==> config.mk <==
export PLATFORM = sky130hd
export DESIGN_NAME = hazard_ctrl
export DESIGN_NICKNAME = d
export VERILOG_FILES = /design/src/rtl/hazard_ctrl.sv
export SDC_FILE = /design/constraint.sdc
export NUM_CORES = 1
export LEC_CHECK = 0
export BUFFER_PORTS_ARGS = -buffer_cell sky130_fd_sc_hd__buf_4
export CAP_MARGIN = 25
export CORE_ASPECT_RATIO = 1.25
export CORE_MARGIN = 2
export CORE_UTILIZATION = 36
export CTS_CLUSTER_SIZE = 28
export DETAILED_ROUTE_END_ITERATION = 8
export PLACE_DENSITY = 0.78
export SYNTH_ARGS = -nofsm -noshare
export SYNTH_HDL_FRONTEND = slang
export SYNTH_SLANG_ARGS = --single-unit
==> constraint.sdc <==
create_clock -name clk -period 2.47 [get_ports clk]
set_input_delay 0.741 -clock clk [delete_from_list [all_inputs] [get_ports clk]]
set_output_delay 0.741 -clock clk [all_outputs]
set_load 0.005 [all_outputs]
==> src/rtl/hazard_ctrl.sv <==
// Hazard/stall controller for the five-stage RV32I pipeline: forwarding, load-use, branch flush, memory wait FSM.
// Optional performance counters are enabled by defining HAZARD_CTRL_PERF_EN.
module hazard_ctrl #(
  parameter int MEM_TIMEOUT = 15
) (
  input  logic        clk,
  input  logic        rst,
  input  logic [4:0]  rs1d,
  input  logic [4:0]  rs2d,
  input  logic [4:0]  rs1e,
  input  logic [4:0]  rs2e,
  input  logic [4:0]  rde,
  input  logic [1:0]  result_src_e,
  input  logic        pc_src_e,
  input  logic [4:0]  rdm,
  input  logic        reg_write_m,
  input  logic        mem_req_m,
  input  logic        mem_ready,
  input  logic [4:0]  rdw,
  input  logic        reg_write_w,
  output logic [1:0]  forward_a_e,
  output logic [1:0]  forward_b_e,
  output logic        stall_f,
  output logic        stall_d,
  output logic        stall_e,
  output logic        stall_m,
  output logic        flush_d,
  output logic        flush_e,
  output logic        flush_w,
  output logic        mem_err,
  output logic [31:0] stall_cnt,
  output logic [31:0] flush_cnt
);

  typedef enum logic [1:0] {
    IDLE = 2'b00,
    WAIT = 2'b01,
    ERR  = 2'b10
  } mem_state_t;

  localparam logic [7:0] TIMEOUT_VAL = 8'(MEM_TIMEOUT);

  mem_state_t state_r, state_nxt_s;
  logic [7:0] wait_cnt_r, wait_cnt_nxt_s;
  logic       mem_stall_s;
  logic       lw_stall_s;

  // M stage result has priority over W stage result
  function automatic logic [1:0] fwd_sel(
    input logic [4:0] rs,
    input logic [4:0] rd_m,
    input logic       we_m,
    input logic [4:0] rd_w,
    input logic       we_w
  );
    logic [1:0] sel;
    if (we_m && (rd_m != 5'd0) && (rd_m == rs)) begin
      sel = 2'b10;
    end else if (we_w && (rd_w != 5'd0) && (rd_w == rs)) begin
      sel = 2'b01;
    end else begin
      sel = 2'b00;
    end
    return sel;
  endfunction

  // Memory wait-state FSM and timeout counter register
  always_ff @(posedge clk) begin
    if (!rst) begin
      state_r    <= IDLE;
      wait_cnt_r <= 8'd0;
    end else begin
      state_r    <= state_nxt_s;
      wait_cnt_r <= wait_cnt_nxt_s;
    end
  end

  // Next-state logic; a ready in the first request cycle never leaves IDLE
  always_comb begin
    state_nxt_s    = state_r;
    wait_cnt_nxt_s = wait_cnt_r;
    case (state_r)
      IDLE: begin
        if (mem_req_m && !mem_ready) begin
          state_nxt_s    = WAIT;
          wait_cnt_nxt_s = 8'd1;
        end else begin
          wait_cnt_nxt_s = 8'd0;
        end
      end
      WAIT: begin
        if (mem_ready) begin
          state_nxt_s    = IDLE;
          wait_cnt_nxt_s = 8'd0;
        end else if (wait_cnt_r == TIMEOUT_VAL) begin
          state_nxt_s = ERR;
        end else begin
          wait_cnt_nxt_s = wait_cnt_r + 8'd1;
        end
      end
      ERR: begin
        state_nxt_s = ERR;
      end
      default: begin
        state_nxt_s    = IDLE;
        wait_cnt_nxt_s = 8'd0;
      end
    endcase
  end

  // Hazard detection terms
  always_comb begin
    case (state_r)
      IDLE, WAIT: mem_stall_s = mem_req_m && !mem_ready;
      ERR:        mem_stall_s = 1'b1;
      default:    mem_stall_s = 1'b1;
    endcase
    lw_stall_s = (result_src_e == 2'b01) && (rde != 5'd0) &&
                 ((rde == rs1d) || (rde == rs2d));
  end

  assign mem_err = (state_r == ERR);

  // Prioritised stall/flush/forward generation; reset forces bubbles everywhere
  always_comb begin
    forward_a_e = 2'b00;
    forward_b_e = 2'b00;
    stall_f     = 1'b0;
    stall_d     = 1'b0;
    stall_e     = 1'b0;
    stall_m     = 1'b0;
    flush_d     = 1'b0;
    flush_e     = 1'b0;
    flush_w     = 1'b0;
    if (!rst) begin
      flush_d = 1'b1;
      flush_e = 1'b1;
      flush_w = 1'b1;
    end else begin
      forward_a_e = fwd_sel(rs1e, rdm, reg_write_m, rdw, reg_write_w);
      forward_b_e = fwd_sel(rs2e, rdm, reg_write_m, rdw, reg_write_w);
      if (mem_stall_s) begin
        stall_f = 1'b1;
        stall_d = 1'b1;
        stall_e = 1'b1;
        stall_m = 1'b1;
        flush_w = 1'b1;
      end else if (pc_src_e) begin
        flush_d = 1'b1;
        flush_e = 1'b1;
      end else if (lw_stall_s) begin
        stall_f = 1'b1;
        stall_d = 1'b1;
        flush_e = 1'b1;
      end else begin
        flush_w = 1'b0;
      end
    end
  end

`ifdef HAZARD_CTRL_PERF_EN
  logic [31:0] stall_cnt_r;
  logic [31:0] flush_cnt_r;
  logic        any_stall_s;
  logic        any_flush_s;

  assign any_stall_s = stall_f | stall_d | stall_e | stall_m;
  assign any_flush_s = flush_d | flush_e;

  // Saturating performance counters
  always_ff @(posedge clk) begin
    if (!rst) begin
      stall_cnt_r <= 32'd0;
      flush_cnt_r <= 32'd0;
    end else begin
      if (any_stall_s && (stall_cnt_r != 32'hFFFF_FFFF)) begin
        stall_cnt_r <= stall_cnt_r + 32'd1;
      end
      if (any_flush_s && (flush_cnt_r != 32'hFFFF_FFFF)) begin
        flush_cnt_r <= flush_cnt_r + 32'd1;
      end
    end
  end

  assign stall_cnt = stall_cnt_r;
  assign flush_cnt = flush_cnt_r;
`else
  assign stall_cnt = 32'd0;
  assign flush_cnt = 32'd0;
`endif

endmodule

==> run summary <==
Leak Pwr: 0.9969 nW
WL per Instance: 11.86 um
failing checks: setup timing
Data arrival, critical path: 2060 ps
Hold Crit Class: reg2reg
global-route wire length before repair: 5354 um
nets@finish: 315
drt pass-1 iters: 4
Ports: 120
Worst-path clk slew: 50 ps
synthesized instance count: 190
final wirelength: 3830 um
port buffer count: 55
Die Y: 75.05 um
clk buf depth: 2
Critical Path End Type: output port
Synth warnings: 0
CP startpoint kind: primary input
Clock Latency Late Sink: 240 ps
vias in the first global route: 1261
antenna cell count: 0
TritonCTS Buffers: 3
WP data required: 1730 ps
PwrDens: 295.7 nW/um2
final setup margin: -331.5 ps
Die W: 60.84 um
Total Power: 0.6101 mW
CTS tree: built
Final Setup Violations: 7
Initial Util: 38.10%
antenna violations before repair: 0
worst vdd ir: 0.0001385 V
GRT Total Usage: 15.88%
Seq cells post-synth: 10
drt drc: 0
Vias/cell: 4.235
Fin Clk Skew: 2.956 ps
Syn-to-layout area delta: 41.91%
Placed Cells: 318
area of the mapped netlist: 1454 um2
Fin. Hold Viols: 0
CTS root buf: clkbuf_8
H-tree Lvls: 1
Post-CTS Hold Fix Bufs: 0
share of cells above drive strength 1: 37.92%
1st-iter DRT viols: 39
routability cong.: 0.8035
syn_area_per_cell: 7.652 um2
die footprint: 4566 um2
routed vias: 1368
# Max-Cap Violations: 0
critical path fanouts, max: 3
Core Area: 3816 um2
Placed Area: 1862 um2
f_max: 0.3569 GHz
fin crit period: 2802 ps
RSZ-0062 raised after global routing: true
CTS Sinks: 10
Max Slew Vio Count: 0
crit share post-route: 113.4%
GRT Residual Overflow: 0
largest net degree at the start of global routing: 12
sequential-to-total area share from yosys stat: 13.77%
Routed Antenna Nets: 0
post-route cell area: 2063 um2
Final Non-Filler Cells: 323
outcome: finished, violations left
Post-DP HPWL: 2833 um
Synth cell types: 33
Setup CP Type: in2out
Rows: 25
layout make-up:
class	count	area [um2]
Tap cell	54	67.56
Fill cell	357	1753
Timing Repair Buffer	79	638.1
Inverter	3	11.26
Multi-Input combinational cell	173	1091
Sequential cell	10	200.2
Clock buffer	4	55.05
path summary, 6_finish.rpt:
path / slack (ps) / cells after the start / start / end
worst max-delay path: -330 / 6 / rdw[4] / forward_b_e[0]
worst min-delay path: 510 / 2 / wait_cnt_r[7] / wait_cnt_r[7]
worst max register to register: 820 / 4 / wait_cnt_r[4] / wait_cnt_r[0]
worst min register to register: 510 / 2 / wait_cnt_r[7] / wait_cnt_r[7]
placed cells by master, fill, tap and decap left out, types with 3 or more instances in the layout:
cell,instances
a21oi_1,7
and2_1,3
buf_4,68
buf_6,10
clkbuf_8,4
conb_1,64
dfxtp_1,10
inv_1,3
nand2_1,5
nand3_1,6
nor2_1,6
nor2b_1,4
nor4_2,3
o21ai_0,7
or3_1,3
or4_1,3
or4_4,3
xnor2_1,6
xor2_1,25
logic make-up after synthesis:
family	after synthesis	share of synthesized area [%]
buf+inv	70	35.11
compound gates	26	10.76
fa+ha+maj	1	0.8604
xor+xnor	31	18.67
other cells	1	0.2579
flops	10	13.77
simple gates	51	20.57
synthesized netlist by cell type (all sizes together):
library cell  number  area, um2
inv                3      11.26
clkbuf             1      3.750
o21ai              9      45.04
ha                 1      12.51
a31oi              1      6.260
a21boi             1      7.510
and2               3      18.77
and3               1      6.260
nand2b             1      6.260
nor4               6      37.54
dfxtp             10      200.2
xnor2              6      52.55
nor2b              5      31.28
xor2              25      219.0
and4               1      8.760
nor3b              2      15.01
a21oi              7      35.03
nand2              5      18.77
o31ai              3      22.52
nand3              6      30.03
nor3               3      15.01
a22oi              1      7.510
or3                3      18.77
or4                6      48.80
or3b               2      17.52
a211oi             1      7.510
nor2               7      26.28
a41oi              1      8.760
o211ai             1      7.510
a2bb2oi            1      8.760
buf               66      495.5
conb               1      3.750
registers in the layout, summed over array words and instances (netlist names):
register and cells:
wait_cnt_r 8, state_r 2
repair_timing:
action,4_1_cts,5_1_grt
endpoints found under the setup margin,7,8
setup buffers,0,1
pin swaps,8,10
resized for setup,20,11
cloned,0,0
worst max-delay path, cell delays in order:
cell and delay [ps]:
buf_8 100, or4_1 550, o211ai_1 270, or4_1 200, nor4_2 50, buf_4 150
routing by layer:
layer / wire (um) / share of wire [%] / vias to the layer above / global-route usage [%]
li1: - / - / 676 / -
met1: 1193 / 31 / 597 / 15.20
met2: 2163 / 56 / 84 / 30.35
met3: 349 / 9.1 / 11 / 3.265
met4: 123 / 3.2 / 0 / 9.179
met5: 0 / 0 / - / 0
through the flow:
| step | setup WS (ps) | utilization (%) | TNS, ps | hold WS, ps |
|---|---|---|---|---|
| after global routing | -355.2 | 54.07 | -1566 | 528.8 |
| after floorplan | 1.876 | - | 0 | 470.0 |
| after detailed placement | -289.0 | 48.79 | -1540 | 499.0 |
| after global placement | -235.1 | 48.79 | -1334 | 493.0 |
| final | -331.5 | 54.07 | -1295 | 505.5 |
| after CTS | -232.9 | 52.69 | -1101 | 508.3 |
power breakdown:
group	internal [mW]	switching [mW]	leakage [nW]	total [mW]
combinational	0.123	0.112	0.887	0.235
sequential	0.163	0.00216	0.0809	0.166
clock	0.141	0.0691	0.0288	0.210
total	0.427	0.183	0.997	0.610
Note: power is estimated with default switching activity, not from simulation.
